## config.mk

```make
export PLATFORM = sky130hd
export DESIGN_NAME = fetch_pc_unit_flat
export DESIGN_NICKNAME = d
export VERILOG_FILES = /design/src/rtl/fetch_pc_if.sv /design/src/rtl/fetch_pc_unit.sv /design/src/flat_wrapper.sv
export SDC_FILE = /design/constraint.sdc
export NUM_CORES = 1
export LEC_CHECK = 0
export CORE_MARGIN = 1.5
export CORE_UTILIZATION = 40
export CTS_BUF_LIST = sky130_fd_sc_hd__clkbuf_16
export DETAILED_ROUTE_END_ITERATION = 6
export RECOVER_POWER = 50
export SETUP_SLACK_MARGIN = 0.02
export SYNTH_ARGS = -nofsm -noshare
export SYNTH_HDL_FRONTEND = slang
export SYNTH_SLANG_ARGS = --single-unit
```

## constraint.sdc

```tcl
create_clock -name clk -period 5.8 [get_ports clk]
set_input_delay 0.87 -clock clk [delete_from_list [all_inputs] [get_ports clk]]
set_output_delay 0.87 -clock clk [all_outputs]
set_load 0.02 [all_outputs]
```

## src/rtl/fetch_pc_if.sv

```systemverilog
// Bundle between the fetch next-PC unit and its neighbours (predictor, DECODE, EXEC).
// Qualifiers: the d_* fields are meaningful only while d_is_branch=1, and the x_* fields only while x_resolve_valid=1. There is no back-pressure on either; the unit reports a full queue through fetch_stall and a bad resolve through q_error.
interface fetch_pc_if;
  logic        stall;
  logic [31:0] f_predict_addr;
  logic        f_predict_valid;
  logic        d_is_branch;
  logic [31:0] d_pc;
  logic [31:0] d_target_addr;
  logic        x_resolve_valid;
  logic        x_taken;
  logic [31:0] x_target;
  logic [31:0] f_pc;
  logic        f_kill;
  logic        d_pred_taken;
  logic        fetch_stall;
  logic        flush;
  logic [15:0] mispredict_cnt;
  logic        q_error;

  modport master (
    output stall, f_predict_addr, f_predict_valid, d_is_branch, d_pc, d_target_addr,
           x_resolve_valid, x_taken, x_target,
    input  f_pc, f_kill, d_pred_taken, fetch_stall, flush, mispredict_cnt, q_error
  );

  modport slave (
    input  stall, f_predict_addr, f_predict_valid, d_is_branch, d_pc, d_target_addr,
           x_resolve_valid, x_taken, x_target,
    output f_pc, f_kill, d_pred_taken, fetch_stall, flush, mispredict_cnt, q_error
  );
endinterface

```

## src/rtl/fetch_pc_unit.sv

```systemverilog
// Fetch-stage next-PC generator: follows predictor hits, queues in-flight branches,
// and redirects/flushes the front end when EXEC reports a mispredict.
module fetch_pc_unit #(
  parameter logic [31:0] RESET_PC = 32'h0000_0000,
  parameter int          QDEPTH   = 4
) (
  input  logic      clk,
  input  logic      reset,
  fetch_pc_if.slave bus
);
  localparam int AW = $clog2(QDEPTH);
  localparam int CW = AW + 1;
  localparam logic [CW-1:0] FULL_CNT = CW'(QDEPTH);
  localparam logic [CW-1:0] HIGH_CNT = CW'(QDEPTH - 1);

  logic          q_pred [QDEPTH];
  logic [31:0]   q_tgt  [QDEPTH];
  logic [31:0]   q_ft   [QDEPTH];
  logic [AW-1:0] wr_ptr, rd_ptr;
  logic [CW-1:0] count, count_nxt;

  logic [31:0] pc_q;
  logic        look_q;
  logic        pend_v;
  logic [31:0] pend_a;
  logic        dpt_q;
  logic        fstall_q;
  logic [15:0] miss_cnt_q;
  logic        err_q;

  logic        q_empty, q_full, pop, push_req, push, mispredict;
  logic        head_pred;
  logic [31:0] head_tgt, head_ft, redirect_addr;
  logic        hit_now, hit, fetch_hold;
  logic [31:0] hit_addr;

  assign q_empty    = (count == '0);
  assign q_full     = (count == FULL_CNT);
  assign head_pred  = q_pred[rd_ptr];
  assign head_tgt   = q_tgt[rd_ptr];
  assign head_ft    = q_ft[rd_ptr];
  assign pop        = bus.x_resolve_valid & ~q_empty;
  assign mispredict = pop & ((bus.x_taken != head_pred) |
                             (bus.x_taken & (bus.x_target != head_tgt)));
  assign redirect_addr = bus.x_taken ? bus.x_target : head_ft;
  assign push_req   = bus.d_is_branch & ~bus.stall & ~mispredict;
  assign push       = push_req & (~q_full | pop);

  always_comb begin
    count_nxt = count;
    if (mispredict) count_nxt = '0;
    else            count_nxt = count + CW'(push) - CW'(pop);
  end

  // look_q: the predictor answer arriving this cycle belongs to a slot fetched by a
  // plain +4 advance, so it is live. Answers after a hold or redirect are stale.
  assign hit_now    = bus.f_predict_valid & look_q;
  assign hit        = pend_v | hit_now;
  assign hit_addr   = pend_v ? pend_a : bus.f_predict_addr;
  assign fetch_hold = bus.stall | fstall_q;

  always_ff @(posedge clk) begin
    if (push) begin
      q_pred[wr_ptr] <= dpt_q;
      q_tgt[wr_ptr]  <= bus.d_target_addr;
      q_ft[wr_ptr]   <= bus.d_pc + 32'd4;
    end
  end

  always_ff @(posedge clk or posedge reset) begin
    if (reset) begin
      wr_ptr     <= '0;
      rd_ptr     <= '0;
      count      <= '0;
      pc_q       <= RESET_PC;
      look_q     <= 1'b0;
      pend_v     <= 1'b0;
      pend_a     <= '0;
      dpt_q      <= 1'b0;
      fstall_q   <= 1'b0;
      miss_cnt_q <= '0;
      err_q      <= 1'b0;
    end else begin
      count    <= count_nxt;
      fstall_q <= (count_nxt >= HIGH_CNT);
      if (mispredict) begin
        wr_ptr <= '0;
        rd_ptr <= '0;
      end else begin
        if (push) wr_ptr <= wr_ptr + 1'b1;
        if (pop)  rd_ptr <= rd_ptr + 1'b1;
      end
      if ((push_req & q_full & ~pop) | (bus.x_resolve_valid & q_empty)) err_q <= 1'b1;
      if (mispredict && miss_cnt_q != 16'hFFFF) miss_cnt_q <= miss_cnt_q + 16'd1;

      if (mispredict) begin
        pc_q   <= redirect_addr;
        pend_v <= 1'b0;
        look_q <= 1'b0;
        dpt_q  <= 1'b0;
      end else if (fetch_hold) begin
        // Park a live hit so it is not lost while fetch is frozen.
        if (hit_now && !pend_v) begin
          pend_v <= 1'b1;
          pend_a <= bus.f_predict_addr;
        end
        look_q <= 1'b0;
      end else begin
        dpt_q <= hit;
        if (hit) begin
          pc_q   <= hit_addr;
          pend_v <= 1'b0;
          look_q <= 1'b0;
        end else begin
          pc_q   <= pc_q + 32'd4;
          look_q <= 1'b1;
        end
      end
    end
  end

  assign bus.f_pc           = pc_q;
  assign bus.f_kill         = hit & ~mispredict;
  assign bus.d_pred_taken   = dpt_q;
  assign bus.fetch_stall    = fstall_q;
  assign bus.flush          = mispredict;
  assign bus.mispredict_cnt = miss_cnt_q;
  assign bus.q_error        = err_q;
endmodule

```

## src/flat_wrapper.sv

```systemverilog
// flat-port wrapper written by rule: the top's interface ports become plain ports
module fetch_pc_unit_flat 
#(
  parameter logic [31:0] RESET_PC = 32'h0000_0000,
  parameter int          QDEPTH   = 4
)
  (clk, reset, bus_stall, bus_f_predict_addr, bus_f_predict_valid, bus_d_is_branch, bus_d_pc, bus_d_target_addr, bus_x_resolve_valid, bus_x_taken, bus_x_target, bus_f_pc, bus_f_kill, bus_d_pred_taken, bus_fetch_stall, bus_flush, bus_mispredict_cnt, bus_q_error);
  fetch_pc_if bus_i ();
  input  logic clk;
  input  logic reset;
  input wire logic [$bits(bus_i.stall)-1:0] bus_stall;
  input wire logic [$bits(bus_i.f_predict_addr)-1:0] bus_f_predict_addr;
  input wire logic [$bits(bus_i.f_predict_valid)-1:0] bus_f_predict_valid;
  input wire logic [$bits(bus_i.d_is_branch)-1:0] bus_d_is_branch;
  input wire logic [$bits(bus_i.d_pc)-1:0] bus_d_pc;
  input wire logic [$bits(bus_i.d_target_addr)-1:0] bus_d_target_addr;
  input wire logic [$bits(bus_i.x_resolve_valid)-1:0] bus_x_resolve_valid;
  input wire logic [$bits(bus_i.x_taken)-1:0] bus_x_taken;
  input wire logic [$bits(bus_i.x_target)-1:0] bus_x_target;
  output wire logic [$bits(bus_i.f_pc)-1:0] bus_f_pc;
  output wire logic [$bits(bus_i.f_kill)-1:0] bus_f_kill;
  output wire logic [$bits(bus_i.d_pred_taken)-1:0] bus_d_pred_taken;
  output wire logic [$bits(bus_i.fetch_stall)-1:0] bus_fetch_stall;
  output wire logic [$bits(bus_i.flush)-1:0] bus_flush;
  output wire logic [$bits(bus_i.mispredict_cnt)-1:0] bus_mispredict_cnt;
  output wire logic [$bits(bus_i.q_error)-1:0] bus_q_error;
  assign bus_i.stall = bus_stall;
  assign bus_i.f_predict_addr = bus_f_predict_addr;
  assign bus_i.f_predict_valid = bus_f_predict_valid;
  assign bus_i.d_is_branch = bus_d_is_branch;
  assign bus_i.d_pc = bus_d_pc;
  assign bus_i.d_target_addr = bus_d_target_addr;
  assign bus_i.x_resolve_valid = bus_x_resolve_valid;
  assign bus_i.x_taken = bus_x_taken;
  assign bus_i.x_target = bus_x_target;
  assign bus_f_pc = bus_i.f_pc;
  assign bus_f_kill = bus_i.f_kill;
  assign bus_d_pred_taken = bus_i.d_pred_taken;
  assign bus_fetch_stall = bus_i.fetch_stall;
  assign bus_flush = bus_i.flush;
  assign bus_mispredict_cnt = bus_i.mispredict_cnt;
  assign bus_q_error = bus_i.q_error;
  fetch_pc_unit #(.RESET_PC(RESET_PC), .QDEPTH(QDEPTH)) u_core (.clk(clk), .reset(reset), .bus(bus_i));
endmodule
```

==> results of run 1 <==
## cells in the mapped netlist, drive strengths merged, types with 23 or more instances
cell,n,area (µm²)
mux2i,32,320
nor3,23,115
xor2,32,280
nor2b,29,181
mux2,34,495
buf,30,174
nand3,28,140
dfrtp,92,2300
o21ai,67,339
nor2,41,154
a21oi,38,190
clkbuf,32,120
a211oi,31,233
xnor2,42,368
mux4,55,1240
edfxtp,260,7810
nand2,108,408
## critical path: stages, from the launching register on
cell	delay, ns
dfrtp_2	0.99
buf_4	0.40
mux4_2	0.35
xnor2_1	0.27
nand4_1	0.12
nor2_1	0.28
o2111ai_1	0.22
o21ai_4	0.24
inv_2	0.17
nor2_1	0.21
clkdlybuf4s50_1	0.64
## worst max-delay path by stage
stage	slack, ns	end
floorplan	1.42	u_core.q_ft[0][0]
global placement	1.09	bus_f_kill
detailed placement	1.10	bus_f_kill
CTS	0.53	bus_f_kill
global route	0.24	u_core.rd_ptr[1]
finish	0.50	bus_f_kill
## state kept, by name, summed over array words and instances, names as in the netlist
register / cells
u_core.bus.d_pred_taken: 1
u_core.count: 3
u_core.bus.fetch_stall: 1
u_core.look_q: 1
u_core.pend_a: 32
u_core.q_pred: 4
u_core.bus.f_pc: 32
u_core.bus.mispredict_cnt: 16
u_core.q_tgt: 128
u_core.wr_ptr: 2
u_core.rd_ptr: 2
u_core.pend_v: 1
u_core.q_ft: 128
u_core.bus.q_error: 1
## power by group through the flow
stage / logic (µW) / registers, µW / clock network [µW]
floorplan: 1710 / 3610 / 0
global placement: 2670 / 3630 / 0
detailed placement: 2690 / 3640 / 0
CTS: 2700 / 3600 / 2350
global route: 2850 / 3660 / 2440
finish: 2610 / 3590 / 2310
## area by class of cell
class                           count  area [µm²]  share of cell area, %
Clock inverter                     31         231                   1.17
Multi-Input combinational cell    709        5600                   28.4
Sequential cell                   352       10100                   51.3
Clock buffer                       38         951                   4.82
Tap cell                          525         657                   3.33
Timing Repair Buffer              209        2090                   10.6
Inverter                           18        68.8                  0.349
## cell usage in the layout, fill, tap and decap left out, types with 3 or more instances in the layout
master and count:
edfxtp_1 260, nand2_1 107, clkdlybuf4s50_1 98, dfrtp_1 90, dlygate4sd3_1 88, o21ai_0 66
mux4_2 55, xnor2_1 42, nor2_1 40, a21oi_1 38, clkbuf_16 38, mux2i_1 32
xor2_1 32, a211oi_1 31, mux2_4 30, nor2b_1 29, inv_1 28, nand3_1 28
nor3_1 23, and3_1 18, nor4_1 17, buf_4 16, nand4_1 14, a31oi_1 14
a22oi_1 12, ha_1 9, clkinv_1 8, and2_1 7, and4_1 6, clkinv_2 6
nor3b_1 5, nand2b_1 5, buf_12 5, mux2_2 4, and3_2 4, o21a_1 3
a221oi_1 3, bufinv_16 3
## metrics by stage
stage                     setup slack [ns]  util [%]
after floorplan                       1.42         -
after global placement                1.09      46.8
after detailed placement              1.10      46.8
after CTS                            0.526      49.8
after global routing                 0.242      49.7
final                                0.503      49.7
## layer usage
layer  vias up  part of all wire, %  track usage [%]
met5         -                0.046                0
met2       380                   46             32.0
li1       4755                    -                -
met4         2                  2.2             5.56
met1      5164                   45             29.1
met3        62                  6.4             3.42
## logic make-up after synthesis
kind of cell / count (synthesis) / synth area share (%)
buf+inv: 80 / 2.25
mux: 121 / 12.8
compound gates: 191 / 7.41
simple gates: 313 / 9.70
flops: 352 / 63.0
fa+ha+maj: 10 / 0.826
xor+xnor: 74 / 4.04
==> flow_metrics.py, run 1 <==
metrics = {
    "yosys": {
        "synth-main-ff-cell": "edfxtp_1",
        "synth.distinct_cells": 60,
        "synth_seq_cells": 352,
        "syn_nets": 1286,
        "synth-edff-count": 260,
        "ys_async_sr_fraction_pct": 26.1,
        "synth_area_um2": 16100,
        "ys_warn_count": 0,
        "syn_area_per_cell_um2": 14.1,
        "synthCells": 1141,
        "ys_seq_area_share_pct": 63.0,
    },
    "floorplanning": {
        "core-area_um2": 39600,
        "die_x_um": 203,
        "rows": 73,
        "die_y_um": 203,
        "io_pins": 188,
        "start_util_pct": 40.5,
        "die-area_um2": 41300,
    },
    "final_layout": {
        "nFillCells": 3486,
        "area.growth.synth_to_final_pct": 22.8,
        "fin_area_um2": 19700,
        "diodes": 0,
        "nets": 1473,
        "drive_gt1_share_pct": 12.9,
        "layout.cells.non_filler": 1882,
    },
    "clock_network": {
        "cts_setup_buffers": 0,
        "cts_buffers": 38,
        "root_buffer": "clkbuf_16",
        "cts_sinks": 352,
        "cts_resized": 0,
        "cts_tree": "done",
        "cts_hold_buf": 0,
        "htree_levels": 2,
        "cts.path.max_buffers": 3,
        "clock_latency_ns": 0.54,
        "path_clk_slew_ns": 0.06,
    },
    "timing": {
        "finalHoldViolCount": 0,
        "finClkSkew_ns": 0.0158,
        "timing.final.crit_share_pct": 91.3,
        "slew-limit-headroom_pct": -70.4,
        "setup_tns_ns": 0,
        "fmax_ghz": 0.189,
        "layout_min_cycle_time_ns": 5.30,
        "finalMaxSlewViolations": 95,
        "setup_viol": 0,
        "timing.hold.ws_ns": 0.489,
        "rsz0062_at_grt": "false",
        "worst_pin_slew_ns": 2.56,
    },
    "grt": {
        "grt_pass1_wl_um": 63100,
        "grt_antenna_before_repair": 1,
        "grt_max_degree": 87,
        "grt_overflow": 0,
        "grt_pass1_vias": 10200,
        "grt_usage_pct": 20.3,
    },
    "worst_setup_path": {
        "r2r_start": "u_core.rd_ptr[1]",
        "reg2reg_slack_ns": 1.22,
        "start_kind": "register",
        "crit_fanout": 33,
        "crit_required_ns": 4.93,
        "crit_path_start": "u_core.rd_ptr[1]",
        "worstSetupPathType": "register to output port",
        "reg2regPathDepth": 15,
        "endpoint_kind": "output port",
        "worst_r2r_endpoint": "u_core.bus.fetch_stall",
        "worst-endpoint-arrival_ns": 4.43,
    },
    "status": {
        "violations": "max-capacitance violations, max-slew violations",
        "status": "finished with violations",
    },
    "power": {
        "peakVddDrop_mv": 0.203,
        "p_leak_uw": 0.00696,
        "internal_power_uw": 5740,
        "switching_share_pct": 32.5,
        "power.share.combinational_pct": 30.7,
        "powerDensity_nw_per_um2": 432,
        "power_frac_seq_pct": 42.2,
        "power.total_uw": 8520,
        "clkPwrFrac_pct": 27.1,
        "p_switching_uw": 2770,
    },
    "placement": {
        "post-dp-hpwl_um": 28200,
        "dp_cells": 1813,
        "gp_congestion": 0.838,
        "placedInstanceArea_um2": 18500,
        "io_buffers": 187,
    },
    "hold_path": {
        "hp-start": "u_core.bus.mispredict_cnt[8]",
        "min_path_type": "register to register",
        "holdPathEnd": "u_core.bus.mispredict_cnt[8]",
        "hold_depth": 1,
    },
    "drt": {
        "via_count": 10400,
        "route.detailed.drc": 0,
        "wl_per_cell_um": 22.1,
        "firstDrtPassIters": 5,
        "drt-vias-per-instance": 5.51,
        "ant_nets": 0,
        "drtIter0Drc": 823,
        "finalWirelength_um": 41700,
    },
    "flow_run": {
        "drv_cap": 2,
    },
}
No activity file was read; power rests on OpenSTA's default activity.
==> inputs of run 2 (changes only) <==
DONT_BUFFER_PORTS = 1   (was unset)
SLEW_MARGIN = 0   (was unset)
==> flow_metrics.py, run 2 (synthesis gave the netlist of run 1 again) <==
metrics = {
    "status": {
        "status": "finished with violations",
        "violations": "max-capacitance violations, max-slew violations",
    },
    "timing": {
        "finalHoldViolCount": 0,
        "slew-limit-headroom_pct": -6.53,
        "layout_min_cycle_time_ns": 4.71,
        "timing.hold.ws_ns": 0.397,
        "finClkSkew_ns": 0.0166,
        "setup_viol": 0,
        "worst_pin_slew_ns": 1.59,
        "rsz0062_at_grt": "false",
        "finalMaxSlewViolations": 34,
        "fmax_ghz": 0.212,
        "setup_tns_ns": 0,
        "timing.final.crit_share_pct": 81.3,
    },
    "grt": {
        "top_usage_layer": "met2",
        "grt_max_degree": 66,
        "grt_use_met1_pct": 26.4,
        "grt_antenna_before_repair": 0,
        "use_met3_pct": 6.47,
        "grt_pass1_vias": 9533,
        "grtUsageMet2_pct": 31.0,
        "grt_pass1_wl_um": 61900,
        "grt_usage_pct": 20.1,
        "grt_overflow": 0,
    },
    "final_layout": {
        "area.growth.synth_to_final_pct": 11.9,
        "layout_commonest_cell": "edfxtp_1",
        "diodes": 0,
        "drive_gt1_share_pct": 15.7,
        "mostFrequentLayoutCells": "edfxtp_1, nand2_1, dfrtp_1, o21ai_0, mux4_2",
        "nets": 1292,
        "reg.largest.list": "u_core.q_ft (128), u_core.q_tgt (128)",
    },
    "floorplanning": {
        "core-area_um2": 39600,
        "die_x_um": 203,
        "start_util_pct": 40.5,
        "die-area_um2": 41300,
        "die_y_um": 203,
        "rows": 73,
        "io_pins": 188,
    },
    "hold_path": {
        "min_path_type": "input port to register",
        "hold_depth": 0,
    },
    "drt": {
        "drtIter0Drc": 702,
        "ant_nets": 0,
        "drt-vias-per-instance": 5.61,
        "wl_per_cell_um": 24.2,
        "finalWirelength_um": 41300,
        "route.detailed.drc": 0,
        "via_count": 9563,
        "firstDrtPassIters": 7,
    },
    "power": {
        "p_leak_uw": 0.00624,
        "peakVddDrop_mv": 0.184,
        "powerDensity_nw_per_um2": 462,
    },
    "clock_network": {
        "cts_setup_buffers": 0,
        "cts_hold_buf": 0,
        "cts_sinks": 352,
        "path_clk_slew_ns": 0.06,
        "cts.path.max_buffers": 3,
        "cts_buffers": 40,
        "cts_resized": 0,
        "cts_tree": "done",
        "htree_levels": 2,
        "clock_latency_ns": 0.56,
        "root_buffer": "clkbuf_16",
    },
    "worst_setup_path": {
        "start_kind": "register",
        "crit_fanout": 29,
        "crit_chain": "mux4_2 > a22oi_1 > o221ai_1 > a2111oi_2 > o2111ai_1 > o21ai_4 > inv_2 > nor2_1",
        "worst-endpoint-arrival_ns": 3.84,
        "crit_required_ns": 4.93,
        "worstSetupPathType": "register to output port",
        "cp.depth": 8,
        "critPathMaxStageDelay_ns": 0.78,
        "crit_family": "compound AO/OA/AOI/OAI gates",
        "reg2regPathDepth": 14,
        "endpoint_kind": "output port",
        "slowest_stage": "dfrtp_4",
        "cp_num_buf_inv": 1,
    },
    "flow_run": {
        "drv_cap": 1,
    },
    "placement": {
        "gp_congestion": 0.832,
        "post-dp-hpwl_um": 28600,
        "io_buffers": 0,
    },
}
## run 2: cell count changes in the layout (fill, tap and decap cells not counted), sizes merged
cell / delta
clkdlybuf4s50: -98
dlygate4sd3: -88
buf: +4
clkbuf: +2
clkinv: +2
clkinvlp: +1
inv: -1
## run 2: worst reg2reg max path, stage by stage (launching register included)
cell and delay (ns):
dfrtp_4 0.78, mux4_2 0.59, a22oi_1 0.23, o221ai_1 0.17
a2111oi_2 0.36, o2111ai_1 0.21, o21ai_4 0.26, buf_4 0.31
and2_1 0.18, ha_1 0.13, inv_1 0.05, fa_1 0.37
xor2_1 0.16, xnor2_1 0.19, a21oi_1 0.08
## run 2: final cells by class
type,count,area [µm²]
Tap cell,525,657
Timing Repair Buffer,26,258
Clock buffer,41,1030
Fill cell,3515,21700
Clock inverter,33,226
Inverter,18,68.8
Sequential cell,352,10100
Multi-Input combinational cell,709,5610
## run 2: path summary, 6_finish.rpt
| check | startpoint | endpoint | slack, ns |
|---|---|---|---|
| setup reg to reg | u_core.rd_ptr[0] | u_core.bus.fetch_stall | 1.60 |
| max in group asynchronous | reset | u_core.pend_v | 3.72 |
| hold reg to reg | u_core.pend_a[15] | u_core.pend_a[15] | 0.51 |
| hold / removal | bus_d_target_addr[22] | u_core.q_tgt[1][22] | 0.40 |
| setup / recovery | u_core.rd_ptr[0] | bus_f_kill | 1.09 |
| min in group asynchronous | reset | u_core.bus.mispredict_cnt[12] | 0.57 |
## run 2: stage by stage
step / power (µW) / instance area, µm² / setup WS, ns / instances / util, %
after detailed placement: 5920 / 16700 / 1.55 / 1630 / 42.2
after global routing: 8730 / 18000 / 0.745 / 1704 / 45.3
after CTS: 8370 / 18000 / 1.01 / 1704 / 45.3
final: 8300 / 18000 / 1.09 / 1704 / 45.3
after floorplan: 5320 / 16100 / 1.42 / 1141 / -
after global placement: 5880 / 16700 / 1.59 / 1630 / 42.2
## run 2: power breakdown
group | internal, µW | switching, µW | leakage (µW)
combinational | 1000 | 1080 | 0.00214
sequential | 3150 | 627 | 0.00345
clock | 1410 | 1020 | 0.000650
total | 5570 | 2730 | 0.00624
## run 2: routing by layer
layer / routed length (µm) / up-vias
li1: - / 4380
met1: 17200 / 4799
met2: 18900 / 315
met3: 3860 / 69
met4: 1300 / 0
met5: 0 / -
==> inputs of run 3 (changes only) <==
clock period = 4.7 ns   (was 5.8 ns; I/O delays follow)
==> flow_metrics.py, run 3 (synthesis gave the netlist of run 1 again) <==
metrics = {
    "status": {
        "status": "finished with violations",
        "violations": "max-capacitance violations, max-slew violations",
    },
    "power": {
        "power_frac_seq_pct": 45.9,
        "p_switching_uw": 3350,
        "powerDensity_nw_per_um2": 566,
        "internal_power_uw": 6850,
        "switching_share_pct": 32.8,
        "p_leak_uw": 0.00624,
        "power.share.combinational_pct": 25.3,
        "peakVddDrop_mv": 0.238,
        "clkPwrFrac_pct": 28.8,
    },
    "clock_network": {
        "cts_sinks": 352,
        "cts_hold_buf": 0,
        "cts_tree": "done",
        "cts.path.max_buffers": 3,
        "cts_resized": 0,
        "cts_setup_buffers": 0,
        "root_buffer": "clkbuf_16",
        "path_clk_slew_ns": 0.06,
        "htree_levels": 2,
        "cts_buffers": 40,
        "clock_latency_ns": 0.56,
    },
    "final_layout": {
        "layout_commonest_cell": "edfxtp_1",
        "layout.cells.non_filler": 1705,
        "diodes": 0,
        "nets": 1296,
        "reg.largest.list": "u_core.q_ft (128), u_core.q_tgt (128)",
        "drive_gt1_share_pct": 16.1,
        "mostFrequentLayoutCells": "edfxtp_1, nand2_1, dfrtp_1, o21ai_0, mux4_2",
        "area.growth.synth_to_final_pct": 12.1,
    },
    "timing": {
        "setup_tns_ns": 0,
        "finClkSkew_ns": 0.0277,
        "rsz0062_at_grt": "false",
        "finalHoldViolCount": 0,
        "slew-limit-headroom_pct": -107,
        "timing.final.crit_share_pct": 93.6,
        "worst_pin_slew_ns": 3.09,
        "setup_viol": 0,
        "finalMaxSlewViolations": 95,
        "layout_min_cycle_time_ns": 4.40,
        "fmax_ghz": 0.227,
    },
    "floorplanning": {
        "core-area_um2": 39600,
        "die_x_um": 203,
        "die_y_um": 203,
        "rows": 73,
        "io_pins": 188,
        "start_util_pct": 40.5,
        "die-area_um2": 41300,
    },
    "worst_setup_path": {
        "crit_required_ns": 3.99,
        "start_kind": "register",
        "endpoint_kind": "output port",
        "crit_fanout": 20,
        "worst-endpoint-arrival_ns": 3.69,
        "worstSetupPathType": "register to output port",
    },
    "placement": {
        "dp_cells": 1634,
        "io_buffers": 0,
        "post-dp-hpwl_um": 29000,
        "gp_congestion": 0.821,
    },
    "grt": {
        "grt_antenna_before_repair": 0,
        "grt_usage_pct": 20.2,
        "grt_overflow": 0,
        "grt_pass1_vias": 9603,
        "grt_pass1_wl_um": 62100,
        "grt_max_degree": 67,
    },
    "drt": {
        "route.detailed.drc": 0,
        "ant_nets": 0,
        "drtIter0Drc": 746,
        "firstDrtPassIters": 5,
        "drt-vias-per-instance": 5.61,
        "finalWirelength_um": 41500,
        "via_count": 9567,
        "wl_per_cell_um": 24.4,
    },
    "hold_path": {
        "min_path_type": "input port to register",
    },
    "flow_run": {
        "drv_cap": 2,
    },
}
## run 3: path summary, 6_finish.rpt
path	from	endpoint	slack [ns]	depth (start not counted)
max	u_core.rd_ptr[0]	bus_f_kill	0.30	11
min	bus_d_target_addr[14]	u_core.q_tgt[0][14]	0.24	0
max reg2reg	u_core.rd_ptr[0]	u_core.q_ft[3][28]	0.77	10
min reg2reg	u_core.pend_a[14]	u_core.pend_a[14]	0.50	1
max in group asynchronous	reset	u_core.bus.f_pc[20]	1.40	2
min in group asynchronous	reset	u_core.bus.mispredict_cnt[13]	0.92	1
## run 3: layout make-up
cell class | instances | area (µm²)
clock buffers | 41 | 1030
repair buffers | 30 | 325
multi-input cells | 709 | 5610
flip-flops and latches | 352 | 10100
inverters | 18 | 68.8
clock inverters | 30 | 200
well taps | 525 | 657
fillers | 3502 | 21600
## run 3: power by group through the flow
stage | registers [µW] | logic [µW] | clock network, µW
after detailed placement | 4750 | 2580 | 0
after global placement | 4730 | 2550 | 0
after CTS | 4690 | 2600 | 2990
final | 4680 | 2580 | 2930
after floorplan | 4450 | 2110 | 0
after global routing | 4770 | 2830 | 3100
## run 3: through the flow
step	setup WS, ns	power [µW]	cell area (µm²)	hold slack (ns)	utilization (%)
6_report	0.300	10200	18000	0.238	45.4
5_1_grt	0.0724	10700	18000	0.218	45.4
4_1_cts	0.176	10300	18000	0.208	45.4
3_5_place_dp	0.655	7330	16800	0.491	42.3
3_3_place_gp	0.723	7280	16800	0.481	42.3
2_1_floorplan	0.320	6560	16100	0.470	-
## run 3: critical path: stages, from the launching register on
cell	delay, ns
dfrtp_4	0.67
buf_4	0.23
mux4_2	0.51
xnor2_1	0.22
nand4_1	0.16
nor2_1	0.21
o2111ai_1	0.19
o21ai_4	0.34
buf_4	0.20
inv_2	0.04
nor2_1	0.17
buf_4	0.18
## run 3: routing by layer
layer	track usage, %	share of wire [%]	vias up
li1	-	-	4382
met1	26.2	42	4826
met2	31.5	46	299
met3	7.16	9.2	60
met4	6.69	2.8	0
met5	0	0	-
